==> src/rtl/mem_arbiter_if.sv <==
// Bus bundle between the memory masters (fetch, load/store, DMA), the arbiter and u_mem.
// The slave modport is the arbiter's view; the master modport is the masters-plus-memory side.
`ifndef ADDR_W
`define ADDR_W 32
`endif
`ifndef XLEN
`define XLEN 32
`endif

interface mem_arbiter_if #(
    parameter int NUM_REQ = 3,
    parameter int ADDR_W  = `ADDR_W,
    parameter int DATA_W  = `XLEN
);
    logic [NUM_REQ-1:0]             m_req;
    logic [NUM_REQ-1:0]             m_lock;
    logic [NUM_REQ-1:0]             m_we;
    logic [NUM_REQ-1:0][3:0]        m_wstrb;
    logic [NUM_REQ-1:0][ADDR_W-1:0] m_addr;
    logic [NUM_REQ-1:0][DATA_W-1:0] m_wdata;
    logic [NUM_REQ-1:0]             m_gnt;
    logic [NUM_REQ-1:0]             m_rvalid;
    logic [DATA_W-1:0]              m_rdata;
    logic                           mem_en;
    logic                           mem_we;
    logic [3:0]                     mem_wstrb;
    logic [ADDR_W-1:0]              mem_addr;
    logic [DATA_W-1:0]              mem_wdata;
    logic [DATA_W-1:0]              mem_rdata;

    modport slave (
        input  m_req, m_lock, m_we, m_wstrb, m_addr, m_wdata, mem_rdata,
        output m_gnt, m_rvalid, m_rdata, mem_en, mem_we, mem_wstrb, mem_addr, mem_wdata
    );

    modport master (
        output m_req, m_lock, m_we, m_wstrb, m_addr, m_wdata, mem_rdata,
        input  m_gnt, m_rvalid, m_rdata, mem_en, mem_we, mem_wstrb, mem_addr, mem_wdata
    );
endinterface

==> src/rtl/mem_arbiter.sv <==
// Round-robin single-beat arbiter for u_mem with bounded lock and 1-cycle read return.
// Optional macro ARB_CONFLICT_CNT_EN adds a saturating 32-bit perf_conflict counter.
`ifndef ADDR_W
`define ADDR_W 32
`endif
`ifndef XLEN
`define XLEN 32
`endif

module mem_arbiter #(
    parameter int NUM_REQ  = 3,
    parameter int MAX_LOCK = 8,
    parameter int ADDR_W   = `ADDR_W,
    parameter int DATA_W   = `XLEN
) (
    input  logic          clk,
    input  logic          rst,
    mem_arbiter_if.slave  bus
`ifdef ARB_CONFLICT_CNT_EN
    ,
    output logic [31:0]   perf_conflict
`endif
);
    localparam int IW = (NUM_REQ > 1) ? $clog2(NUM_REQ) : 1;
    localparam int CW = $clog2(MAX_LOCK + 1);

    typedef enum logic {ARB, LOCKED} state_e;

    state_e             state_q;
    logic [IW-1:0]      rr_ptr_q, owner_q;
    logic [CW-1:0]      lock_cnt_q;
    logic [NUM_REQ-1:0] pend_q;

    logic [IW-1:0]      cand, win, sel;
    logic               any, gnt_ok;

    function automatic logic [IW-1:0] nxt(input logic [IW-1:0] x);
        return (int'(x) == NUM_REQ - 1) ? '0 : x + IW'(1);
    endfunction

    always_comb begin
        win  = '0;
        any  = 1'b0;
        cand = '0;
        for (int i = 0; i < NUM_REQ; i++) begin
            cand = IW'((int'(rr_ptr_q) + i) % NUM_REQ);
            if (!any && bus.m_req[cand]) begin
                any = 1'b1;
                win = cand;
            end
        end
    end

    // While locked only the owner can be granted; reset masks the grant combinationally.
    always_comb begin
        sel    = (state_q == LOCKED) ? owner_q : win;
        gnt_ok = ((state_q == LOCKED) ? bus.m_req[owner_q] : any) && !rst;
        bus.m_gnt = '0;
        if (gnt_ok) bus.m_gnt[sel] = 1'b1;
        bus.mem_en    = gnt_ok;
        bus.mem_we    = gnt_ok && bus.m_we[sel];
        bus.mem_wstrb = bus.m_wstrb[sel];
        bus.mem_addr  = bus.m_addr[sel];
        bus.mem_wdata = bus.m_wdata[sel];
    end

    assign bus.m_rvalid = pend_q;
    assign bus.m_rdata  = (pend_q != '0) ? bus.mem_rdata : '0;

    always_ff @(posedge clk or posedge rst) begin
        if (rst) begin
            state_q    <= ARB;
            rr_ptr_q   <= '0;
            owner_q    <= '0;
            lock_cnt_q <= '0;
            pend_q     <= '0;
        end else begin
            pend_q <= (gnt_ok && !bus.m_we[sel]) ? bus.m_gnt : '0;
            case (state_q)
                ARB: if (any) begin
                    rr_ptr_q <= nxt(win);
                    if (bus.m_lock[win] && MAX_LOCK > 1) begin
                        owner_q    <= win;
                        lock_cnt_q <= CW'(1);
                        state_q    <= LOCKED;
                    end
                end
                LOCKED: begin
                    // Stay only on a locked beat that leaves budget; a bubble, unlock or full count releases.
                    if (bus.m_req[owner_q] && bus.m_lock[owner_q] && (int'(lock_cnt_q) + 1 < MAX_LOCK)) begin
                        lock_cnt_q <= lock_cnt_q + CW'(1);
                    end else begin
                        state_q    <= ARB;
                        lock_cnt_q <= '0;
                        rr_ptr_q   <= nxt(owner_q);
                    end
                end
                default: state_q <= ARB;
            endcase
        end
    end

`ifdef ARB_CONFLICT_CNT_EN
    logic        conflict_d;
    logic [31:0] conflict_q;

    always_comb begin
        conflict_d = ($countones(bus.m_req) >= 2) ||
                     ((state_q == LOCKED) && ((bus.m_req & ~(NUM_REQ'(1) << owner_q)) != '0));
    end

    always_ff @(posedge clk or posedge rst) begin
        if (rst)                                   conflict_q <= '0;
        else if (conflict_d && conflict_q != '1)   conflict_q <= conflict_q + 32'd1;
    end

    assign perf_conflict = conflict_q;
`endif

endmodule

==> src/flat_wrapper.sv <==
// flat-port wrapper written by rule: the top's interface ports become plain ports
module mem_arbiter_flat 
#(
    parameter int NUM_REQ  = 3,
    parameter int MAX_LOCK = 8,
    parameter int ADDR_W   = `ADDR_W,
    parameter int DATA_W   = `XLEN
)
  (clk, rst, bus_m_req, bus_m_lock, bus_m_we, bus_m_wstrb, bus_m_addr, bus_m_wdata, bus_mem_rdata, bus_m_gnt, bus_m_rvalid, bus_m_rdata, bus_mem_en, bus_mem_we, bus_mem_wstrb, bus_mem_addr, bus_mem_wdata);
  mem_arbiter_if #(.NUM_REQ(NUM_REQ), .ADDR_W(ADDR_W), .DATA_W(DATA_W)) bus_i ();
  input  logic clk;
  input  logic rst;
  input wire logic [$bits(bus_i.m_req)-1:0] bus_m_req;
  input wire logic [$bits(bus_i.m_lock)-1:0] bus_m_lock;
  input wire logic [$bits(bus_i.m_we)-1:0] bus_m_we;
  input wire logic [$bits(bus_i.m_wstrb)-1:0] bus_m_wstrb;
  input wire logic [$bits(bus_i.m_addr)-1:0] bus_m_addr;
  input wire logic [$bits(bus_i.m_wdata)-1:0] bus_m_wdata;
  input wire logic [$bits(bus_i.mem_rdata)-1:0] bus_mem_rdata;
  output wire logic [$bits(bus_i.m_gnt)-1:0] bus_m_gnt;
  output wire logic [$bits(bus_i.m_rvalid)-1:0] bus_m_rvalid;
  output wire logic [$bits(bus_i.m_rdata)-1:0] bus_m_rdata;
  output wire logic [$bits(bus_i.mem_en)-1:0] bus_mem_en;
  output wire logic [$bits(bus_i.mem_we)-1:0] bus_mem_we;
  output wire logic [$bits(bus_i.mem_wstrb)-1:0] bus_mem_wstrb;
  output wire logic [$bits(bus_i.mem_addr)-1:0] bus_mem_addr;
  output wire logic [$bits(bus_i.mem_wdata)-1:0] bus_mem_wdata;
  assign bus_i.m_req = bus_m_req;
  assign bus_i.m_lock = bus_m_lock;
  assign bus_i.m_we = bus_m_we;
  assign bus_i.m_wstrb = bus_m_wstrb;
  assign bus_i.m_addr = bus_m_addr;
  assign bus_i.m_wdata = bus_m_wdata;
  assign bus_i.mem_rdata = bus_mem_rdata;
  assign bus_m_gnt = bus_i.m_gnt;
  assign bus_m_rvalid = bus_i.m_rvalid;
  assign bus_m_rdata = bus_i.m_rdata;
  assign bus_mem_en = bus_i.mem_en;
  assign bus_mem_we = bus_i.mem_we;
  assign bus_mem_wstrb = bus_i.mem_wstrb;
  assign bus_mem_addr = bus_i.mem_addr;
  assign bus_mem_wdata = bus_i.mem_wdata;
  mem_arbiter #(.NUM_REQ(NUM_REQ), .MAX_LOCK(MAX_LOCK), .ADDR_W(ADDR_W), .DATA_W(DATA_W)) u_core (.clk(clk), .rst(rst), .bus(bus_i));
endmodule
==> config.mk <==
export PLATFORM = sky130hd
export DESIGN_NAME = mem_arbiter_flat
export DESIGN_NICKNAME = d
export VERILOG_FILES = /design/src/rtl/mem_arbiter_if.sv /design/src/rtl/mem_arbiter.sv /design/src/flat_wrapper.sv
export SDC_FILE = /design/constraint.sdc
export NUM_CORES = 1
export LEC_CHECK = 0
export ABC_AREA = 1
export CAP_MARGIN = 0
export CORE_AREA = 5 5 134 136
export CTS_CLUSTER_DIAMETER = 80
export DETAILED_ROUTE_END_ITERATION = 7
export DIE_AREA = 0 0 139 141
export PLACE_DENSITY = 0.56
export REMOVE_ABC_BUFFERS = 1
export SYNTH_ARGS = -nofsm -noshare
export SYNTH_HDL_FRONTEND = slang
export SYNTH_SLANG_ARGS = --single-unit
export TNS_END_PERCENT = 20
==> constraint.sdc <==
create_clock -name clk -period 5 [get_ports clk]
set_input_delay 1 -clock clk [delete_from_list [all_inputs] [get_ports clk]]
set_output_delay 1 -clock clk [all_outputs]
set_load 0.005 [all_outputs]
==> results_dict.tcl <==
set metrics [dict create \
    status "finished clean" \
    start_util_pct 17.4 \
    synth.distinct_cells 23 \
    crit_required_ns 4.00 \
    drv_cap 0 \
    first_pass_iters 5 \
    clkSinkCount 12 \
    drive_gt1_share_pct 4.71 \
    grt_pass1_wl_um 27200 \
    synth-edff-count 0 \
    powerDensity_mw_per_mm2 730 \
    dieWidth_um 139 \
    gp_congestion 0.933 \
    grt_max_degree 80 \
    area_growth_pct 132 \
    final-setup-viol-count 0 \
    ys.flop_type "dfrtp_1" \
    stdcell_count 1160 \
    hold_viol 0 \
    ant_nets 0 \
    path_cells "clkdlybuf4s50_1, inv_1, o21ai_1, nand2_2, nand3_2, nand3_2, nand2_2, nand2_2, nand2_4, buf_12, o21ai_0, buf_4, o21ai_1, clkdlybuf4s50_1" \
    peakVddDrop_uv 487 \
    track_usage_pct 17.5 \
    avgSynthCellArea_um2 4.90 \
    worst_path_largest_cell_delay_ns 0.59 \
    most-common-layout-cells "354 x clkdlybuf4s50_1, 174 x nand2_1, 125 x inv_1" \
    ys_seq_elements 12 \
    fillCellCount 1741 \
    dpl_cell_area_mm2 0.00673 \
    fin_crit_ns 4.76 \
    vias_per_cell 4.05 \
    synthesis.area_mm2 0.00293 \
    max_freq_mhz 210 \
    design_area_mm2 0.00680 \
    finalSetupTns_ns 0 \
    relSlewSlack_pct 72.3 \
    nets 1189 \
    whs_ns 0.517 \
    min_path_type "reg2reg" \
    first_iter_violations 237 \
    antenna_found_initial 0 \
    remaining_drc_errors 0 \
    slowest_stage "clkdlybuf4s50_1" \
    clk_latency_ns 0.24 \
    diodes 0 \
    cpMostUsedCell "nand2_2" \
    p_leak_nw 3.15 \
    yosysSeqAreaShare_pct 10.3 \
    rows 48 \
    cts_hold_buf 0 \
    dpl.hpwl_um 15900 \
    dr_total_vias 4701 \
    htreeDepth 1 \
    dieArea_mm2 0.0196 \
    post-place-cells 1157 \
    syn_inst 598 \
    grt-ovfl-total 0 \
    rsz0062_at_grt "false" \
    dieHeight_um 141 \
    wl_per_cell_um 16.3 \
    grt_pass1_vias 4462 \
    crit_fanout 45 \
    worst_slew_pin_slew_ns 0.415 \
    cts_buffers 3 \
    fin_worst_skew_ns 0.00233 \
    routed_wl_um 18900 \
    final_max_slew_viol_count 0 \
    portBuffers 354 \
    start_kind "input port" \
    final_common_cell "clkdlybuf4s50_1" \
    core-area_mm2 0.0168 \
    ys_warn_count 0 \
    arrival_ns 3.76 \
    setup.worst_path.class "in2out" \
    cts_tree "done" \
    setup.worst_path.end_class "primary output" \
    async_flop_share_pct 100 \
    root_buffer "clkbuf_16" \
    post-route-period-util_pct 95.2 \
    io_pins 355 \
    path_clk_slew_ns 0.04 \
    cts_buffer_depth 2 \
]
[path summary, 6_finish.rpt]
| kind | to | slack (ns) | start | cells after the start |
|---|---|---|---|---|
| worst min-delay path | u_core.lock_cnt_q[3] | 0.52 | u_core.lock_cnt_q[3] | 2 |
| worst max-delay path | bus_mem_wdata[20] | 0.24 | bus_m_req[2] | 14 |
| max in group asynchronous | u_core.bus.m_rvalid[1] | 3.78 | rst | 3 |
| min in group asynchronous | u_core.lock_cnt_q[3] | 1.05 | rst | 3 |
| worst min register to register | u_core.lock_cnt_q[3] | 0.52 | u_core.lock_cnt_q[3] | 2 |
| worst max register to register | u_core.bus.m_rvalid[1] | 2.41 | u_core.rr_ptr_q[0] | 16 |
[Yosys cell counts (4+ instances only)]
library cell | n | area, µm²
buf_2 | 11 | 55.1
buf_6 | 6 | 67.6
clkbuf_1 | 8 | 30.0
clkbuf_2 | 7 | 35.0
dfrtp_1 | 12 | 300
ha_1 | 5 | 62.6
inv_1 | 125 | 469
inv_2 | 4 | 15.0
nand2_1 | 174 | 653
nand2_2 | 17 | 106
nand3_1 | 21 | 105
nand3_2 | 4 | 40.0
nand4_1 | 6 | 37.5
nor2_1 | 44 | 165
o21ai_0 | 86 | 430
o21ai_1 | 57 | 285
[kinds of logic after synthesis]
group	share of synthesized area, %
flip-flops	10.3
AND/OR/NAND/NOR	38.9
buffers and inverters	23.2
adder cells (fa/ha/maj)	2.14
AO/OA/AOI/OAI	25.5
[worst max-delay path: cells and delay by family]
family,cells,cell delay (ns)
and+or+nand+nor,6,0.59
buffers and inverters,5,1.61
AOI/OAI and AO/OA,3,0.52
[metrics by stage]
| stage | power (mW) | utilization (%) | setup slack, ns |
|---|---|---|---|
| floorplan | 2.03 | - | 0.862 |
| global placement | 4.88 | 40.0 | 0.124 |
| detailed placement | 4.87 | 40.0 | 0.132 |
| CTS | 5.05 | 40.5 | 0.101 |
| global route | 5.41 | 40.5 | 0.0204 |
| finish | 4.96 | 40.5 | 0.238 |
[power breakdown]
part           internal, mW  switching [mW]
clock                 0.104          0.0411
sequential            0.133          0.0342
combinational          2.32            2.33
[state kept, by name, summed over array words and instances, names as in the netlist]
signal               cells
u_core.owner_q           2
u_core.bus.m_rvalid      3
u_core.lock_cnt_q        4
u_core.rr_ptr_q          2
u_core.state_q           1
[routing by layer]
layer	part of all wire [%]	wire, µm	track usage (%)
met5	0	0	0
met2	50	9400	30.5
met3	6.6	1260	3.56
met1	42	7940	22.5
met4	1.9	351	3.55
[final cells by class]
cell class              instances  area [µm²]  area share (%)
repair buffers                367        3700            54.4
flip-flops and latches         12         300            4.41
inverters                     129         484            7.12
clock buffers                   3        75.1            1.10
multi-input cells             424        1960            28.8
well taps                     225         282            4.14
[what timing repair did]
action / 4_1_cts / 5_1_grt
setup endpoints to repair: 0 / 3
buffers inserted: 0 / 0
gates resized for setup: 0 / 3
Note: power is estimated with default switching activity, not from simulation.
